### src/rtl/contador_paquetes.sv
// contador_paquetes: per-channel word counter behind the routing FIFO fabric.
// Counts words popped from output FIFOs 4..7, tracks fabric activity with a
// small FSM, and serves single-cycle-latency reads of a selected channel count
// while the fabric is idle.
// Optional build macro: COUNTER_CLR_ON_READ_EN (accepted reads clear the count).
//
// state     | meaning
// ----------+------------------------------------------------------------
// ST_RESET  | just left reset; counters zero, valid_in dropped
// ST_INIT   | init asserted; counters held at zero, valid_in dropped
// ST_IDLE   | fabric idle; counting enabled, reads accepted
// ST_ACTIVE | fabric busy; counting enabled, reads dropped

module contador_paquetes #(
  parameter int NUM_CH    = 4,
  parameter int CNT_WIDTH = 5,
  parameter int IDX_WIDTH = 2
) (
  input  logic                 clk,
  input  logic                 reset,
  input  logic                 init,
  input  logic                 idle_in,
  input  logic [NUM_CH-1:0]    valid_in,
  input  logic                 req,
  input  logic [IDX_WIDTH-1:0] idx,
  output logic [CNT_WIDTH-1:0] counter_out,
  output logic                 valid_out,
  output logic [1:0]           state_out
);

  typedef enum logic [1:0] {
    ST_RESET  = 2'd0,
    ST_INIT   = 2'd1,
    ST_IDLE   = 2'd2,
    ST_ACTIVE = 2'd3
  } state_t;

  state_t               state;
  logic [CNT_WIDTH-1:0] cnt [NUM_CH];
  logic                 rd_accept;
  logic                 rd_in_range;
  logic                 any_valid;

  assign any_valid   = |valid_in;
  assign rd_accept   = req && (state == ST_IDLE);
  assign rd_in_range = 32'(idx) < NUM_CH;
  assign state_out   = state;

  // Fabric activity FSM; init wins over every state except reset.
  always_ff @(posedge clk) begin
    if (reset) begin
      state <= ST_RESET;
    end else if (init) begin
      state <= ST_INIT;
    end else begin
      case (state)
        ST_RESET:  state <= ST_INIT;
        ST_INIT:   state <= ST_IDLE;
        ST_IDLE:   if (!idle_in || any_valid) state <= ST_ACTIVE;
        ST_ACTIVE: if (idle_in && !any_valid) state <= ST_IDLE;
        default:   state <= ST_RESET;
      endcase
    end
  end

  // Per-channel counters; pops seen outside IDLE/ACTIVE are discarded.
  always_ff @(posedge clk) begin
    if (reset || state == ST_RESET || state == ST_INIT) begin
      for (int i = 0; i < NUM_CH; i++) cnt[i] <= '0;
    end else begin
      for (int i = 0; i < NUM_CH; i++) begin
        if (valid_in[i]) cnt[i] <= cnt[i] + CNT_WIDTH'(1);
      end
`ifdef COUNTER_CLR_ON_READ_EN
      // Clear wins over the increment, but a same-cycle pop still counts once.
      if (rd_accept && rd_in_range) begin
        cnt[idx] <= {{(CNT_WIDTH-1){1'b0}}, valid_in[idx]};
      end
`endif
    end
  end

  // Read port: returns the pre-update count one clock after an accepted request.
  always_ff @(posedge clk) begin
    if (reset) begin
      counter_out <= '0;
      valid_out   <= 1'b0;
    end else if (rd_accept) begin
      counter_out <= rd_in_range ? cnt[idx] : '0;
      valid_out   <= 1'b1;
    end else begin
      counter_out <= '0;
      valid_out   <= 1'b0;
    end
  end

endmodule

### config.mk
export PLATFORM = sky130hd
export DESIGN_NAME = contador_paquetes
export DESIGN_NICKNAME = d
export VERILOG_FILES = /design/src/rtl/contador_paquetes.sv
export SDC_FILE = /design/constraint.sdc
export NUM_CORES = 1
export LEC_CHECK = 0
export BUFFER_PORTS_ARGS = -buffer_cell sky130_fd_sc_hd__buf_2
export CAP_MARGIN = 10
export CORE_MARGIN = 2
export CORE_UTILIZATION = 55
export DETAILED_ROUTE_END_ITERATION = 6
export PLACE_DENSITY = 0.8
export SLEW_MARGIN = 20
export SYNTH_ARGS = -nofsm -noshare
export SYNTH_HDL_FRONTEND = slang
export SYNTH_SLANG_ARGS = --single-unit
### constraint.sdc
create_clock -name clk -period 1.35 [get_ports clk]
set_clock_uncertainty 0.05 [all_clocks]
set_input_delay 0.3375 -clock clk [delete_from_list [all_inputs] [get_ports clk]]
set_output_delay 0.3375 -clock clk [all_outputs]
set_load 0.01 [all_outputs]
# Word level (Yosys, flattened, before mapping)
# Memory sizes are Yosys's and may differ from the RTL's. A register that Yosys moved wholly into a read port is not among the register bits.
# Cells that the tools add are included.
# totals
input_bits	11
output_inout_bits	8
wordCells	56
reg_bits	3
ram_bits	20
memories	1
# classes
muxes	23
reduce_logical	13
n_bitwise	5
add_sub_neg	4
n_eq_ne	7
# mem_list
name	words	width	rd	rd_ports_with_merged_regs	wr	line	source
cnt	4	5	5	1	4	39	logic [CNT_WIDTH-1:0] cnt [NUM_CH];
# ops
cell	n
adder 5 x 1 -> 5 bit, second input constant	4
2-to-1 mux 5 bit	4
2-to-1 mux 1 bit	16
one-hot mux 2 bit (4 select lines)	1
equality test 2 bit, second input constant	2
2-to-1 mux 2 bit	2
bitwise OR 1 bit	4
AND reduction 2 bit	2
OR reduction 2 bit	2
OR reduction 4 bit	1
logical OR 1 bit	3
inequality test 3 x 2 -> 1 bit, second input constant	1
inequality test 3 bit, second input constant	1
equality test 2 x 1 -> 1 bit, second input constant	1
logical AND 1 bit	2
zero test 1 bit	2
zero test 2 bit	1
inequality test 2 x 1 -> 1 bit, second input constant	1
inequality test 2 bit, second input constant	1
inverter 1 bit	1

# Depth between registers and ports, before layout
# depth
ltp_word	6
depth_mapped	4

# Worst setup path before layout
# OpenSTA, ideal clock, no wires.
# synth_path
path_type	input port to flip-flop
startpoint	input valid_in[0]
endpoint	register state[0] (netlist: state_out[0])
setup_time_ns	0.120
stages	3
slack_ns	0.123
arrival_ns	1.057
required_time_ns	1.180
cell_sequence	or4_1 -> nor3_1 -> nor3_1
# synth_via
elab_chain_cells	5
# synth_lines
element	line	source
from (decl)	23	input logic [NUM_CH-1:0] valid_in,
OR reduction 4 bit *	44	assign any_valid = |valid_in;
zero test 1 bit	60	ST_ACTIVE: if (idle_in && !any_valid) state <= ST_IDLE;
logical AND 1 bit	60	
inequality test 3 bit (no line)	-	
AND reduction 2 bit (no line) *	-	
to (signal assigned)	59	ST_IDLE: if (!idle_in || any_valid) state <= ST_ACTIVE;
to (signal assigned)	60	
to (signal assigned)	61	default: state <= ST_RESET;
to (decl)	38	state_t state;
# Mark *: on every way between the ends. The rest lies on a longest branch, timed or not.
# A chain may end at the register's enable or synchronous reset.

# Final worst setup path
# layout_path
startpoint	register state[0] (netlist: state_out[0])
endpoint	output state_out[0]
# layout_rtl
element	line	source
from (signal assigned)	52	state <= ST_RESET;
from (signal assigned)	54	state <= ST_INIT;
from (signal assigned)	57	ST_RESET: state <= ST_INIT;
to (decl)	28	output logic [1:0] state_out
# No word-level cell between the ends.

==> run summary <==
• **run status** complete, no violations
• **metal3 WL** 150 um
• **Post-DRT Antenna Nets** 0
• **main area contributors after synthesis** sky130_fd_sc_hd__edfxtp_1 46%, sky130_fd_sc_hd__dfxtp_1 12%, sky130_fd_sc_hd__mux4_2 8.7%
• **TritonCTS clock tree** built
• **global-route usage over all layers** 18.7%
• **highest metal layer used by the detailed router** met4
• **input/output buffers** 18
• **Min-Delay Path Class** input port to register
• **arrival time at the worst endpoint** 0.94 ns
• **crit path capture type** output pin
• **synthesized netlist net count** 117
• **met1 WL** 917 um
• **final non-filler cell total** 158
• **worst path required time** 0.96 ns
• **Synth Register Bits** 28
• **share of the yosys chip area belonging to registers** 58.6%
• **terminating pin of the worst hold path** state_out[1]$_SDFFE_PP0P_
• **number of DRC violations after detailed-routing iteration 0** 10
• **post-detailed-route wirelength per cell** 14.7 um
• **pin count of the biggest net entering global routing** 16
• **starting density of the core** 58.7%
• **die footprint** 2760 sq um
• **most frequent cell after synthesis** sky130_fd_sc_hd__edfxtp_1
• **start point of the worst min-delay path** init
• **highest achievable clock rate** 753 MHz
• **Worst R2R End** counter_out[0]$_SDFF_PP0_
• **Crit path max-delay family** flip-flops
• **Ys Warns** 0
• **cell types with the highest counts after synthesis** 20 x sky130_fd_sc_hd__edfxtp_1, 17 x sky130_fd_sc_hd__nor2_1, 8 x sky130_fd_sc_hd__dfxtp_1, 8 x sky130_fd_sc_hd__nand3_1, 8 x sky130_fd_sc_hd__xor2_1
• **number of levels the H-tree was split into** 1
• **CTS buffer count** 3
• **layout cells sized above 1** 29.2%
• **Max rail drop VDD** 0.884 mV
• **type of origin of the critical path** register
• **setup slack, reg-to-reg** 0.03 ns
• **Post-synth ARST share** 0%
• **Worst-path clk slew** 0.14 ns
• **Cells after DPL** 149
• **final worst path period need** 1.33 ns
• **largest fanout on the critical path** 4
• **worst hold path stage count** 2
• **Post-Place Worst Slack** -0.107 ns
• **Post-DP Area** 1430 sq um
• **Final Max Slew Viols** 0
• **count of boundary I/O pins** 19
• **Mapped Cells** 102
• **number of distinct library cell variants in the gate-level netlist after synthesis** 20
• **initial antenna violation count** 0
• **main flop type after synthesis** sky130_fd_sc_hd__edfxtp_1
• **length of routed met2 wiring** 1.15 mm
• **startpoint of the worst setup timing path** state_out[0]$_SDFFE_PP0P_
• **Skew-Pair Late Insertion Delay** 0.33 ns
• **largest incremental delay on the critical path** 0.44 ns
• **top-area cell type share of the netlist area** 46.3%
• **routability congestion estimate** 0.756
• **number of cells traversed by the worst register-to-register path** 3
• **DP Wirelength** 1.74 mm
• **power density relative to cell area** 956 nW/um^2
• **Synth Area per Inst** 12.7 sq um
• **number of buffers and inverters on the critical path** 1
• **clk sinks** 28
• **# diodes** 0
• **FILL cells** 175
• **library cell contributing the largest single delay on the critical path** sky130_fd_sc_hd__dfxtp_1
• **height of the die** 52.6 um
• **number of hold violations in the final report** 0
• **fin util** 68.2%
• **LEAKAGE** 0.631 nW
• **root buf cell** sky130_fd_sc_hd__clkbuf_4
• **row cnt** 17
• **Worst Hold Margin** 0.130 ns
• **synthesis-to-layout area growth** 16.3%
• **dominant cell type by area after synthesis** sky130_fd_sc_hd__edfxtp_1
• **detail-routed via count per cell** 5.46
• **mapped cell area** 1300 sq um
• **max-cap violations** 0
• **final critical-path share of the clock period** 98.4%
• **overall die width** 52.6 um
• **Setup-failing EPs final** 0
• **Post-route DRC** 0
• **number of enable flip-flop cells after synthesis** 20
• **worst-margin pin slew** 0.236 ns
• **final net count** 146
• **cell chain of the critical path** buf_2
• **design area** 1510 sq um
• **Slew headroom** 84.3%
• **unrepaired setup endpoints after global routing** yes
• **worst flop-to-flop path startpoint** cnt[1][0]$_SDFFCE_PN0P_
• **total number of vias** 863
• **global route total overflow** 0
• **area of the core** 2210 sq um
• **vias in the first global route** 843
• **worst setup margin** 0.0221 ns
• **router iterations before antenna repair** 4
• **Routed Wire Length** 2.32 mm
• **maximum root-to-sink buffer count** 2
• **worst setup path category** register to output pin
• **wire length of the first global-routing pass** 3.57 mm
==> metrics by stage <==
stage / power, W / setup TNS, ns
floorplan: 0.00101 / 0
global placement: 0.00105 / -0.998
detailed placement: 0.00105 / -2.42
CTS: 0.00144 / 0
global route: 0.00149 / -0.00329
finish: 0.00144 / 0
==> power breakdown <==
group	internal (W)	switching, W
Sequential	0.000930	0.0000185
Combinational	0.0000503	0.0000424
Clock	0.000165	0.000236
Total	0.00115	0.000297
==> routing by layer <==
metal  global-route usage [%]  vias up
met3                     3.43       10
met2                     33.8       33
met5                        0        -
li1                         -      420
met4                     9.83        0
met1                     20.6      400
==> layout by cell type, fill, tap and decap left out, types with 2 or more instances in the layout <==
cell	instances
sky130_fd_sc_hd__clkbuf_4	3
sky130_fd_sc_hd__and3_1	4
sky130_fd_sc_hd__ha_1	2
sky130_fd_sc_hd__dfxtp_1	8
sky130_fd_sc_hd__buf_2	18
sky130_fd_sc_hd__mux4_2	5
sky130_fd_sc_hd__xnor2_1	4
sky130_fd_sc_hd__ha_2	2
sky130_fd_sc_hd__buf_4	8
sky130_fd_sc_hd__xor2_1	8
sky130_fd_sc_hd__nand3_1	8
sky130_fd_sc_hd__nor2b_1	5
sky130_fd_sc_hd__nand2_1	5
sky130_fd_sc_hd__edfxtp_1	20
sky130_fd_sc_hd__nand2b_1	4
sky130_fd_sc_hd__nor2_1	17
sky130_fd_sc_hd__nor3_1	3
==> worst max path at each step <==
stage                                            to  slack, ns  cells after the start
after floorplan           state_out[0]$_SDFFE_PP0P_       0.12                      3
after global placement      cnt[2][4]$_SDFFCE_PN0P_      -0.05                      3
after detailed placement    cnt[0][4]$_SDFFCE_PN0P_      -0.11                      3
after CTS                              state_out[0]       0.03                      1
after global routing      counter_out[0]$_SDFF_PP0_     -0.003                      3
final                                  state_out[0]       0.02                      1
==> area by class of cell <==
type	instances	area, sq um	share of cell area (%)
sequential	28	761	50.4
multi-input combinational	71	523	34.7
timing repair buffer	26	150	9.95
clock buffer	4	36.3	2.40
tap	28	35.0	2.32
inverter	1	3.75	0.249
==> sequential cells by signal, indices dropped and copies added, names as in the netlist <==
register / count
cnt: 20
state_out: 2
valid_out: 1
counter_out: 5
==> cells by family after synthesis <==
group,after synthesis,synth area share (%)
flops,28,58.6
xor+xnor,12,8.10
fa+ha+maj,4,3.86
buf+inv,3,1.54
simple gates,50,19.2
mux,5,8.68
==> what timing repair did <==
| item | in CTS | in global routing |
|---|---|---|
| cloned | 0 | 0 |
| setup buffers | 1 | 4 |
| gates resized for setup | 1 | 2 |
| setup endpoints to repair | 6 | 3 |
| hold buffers | 0 | 0 |
| hold endpoints to repair | 0 | 0 |
No activity file was read; power rests on OpenSTA's default activity.
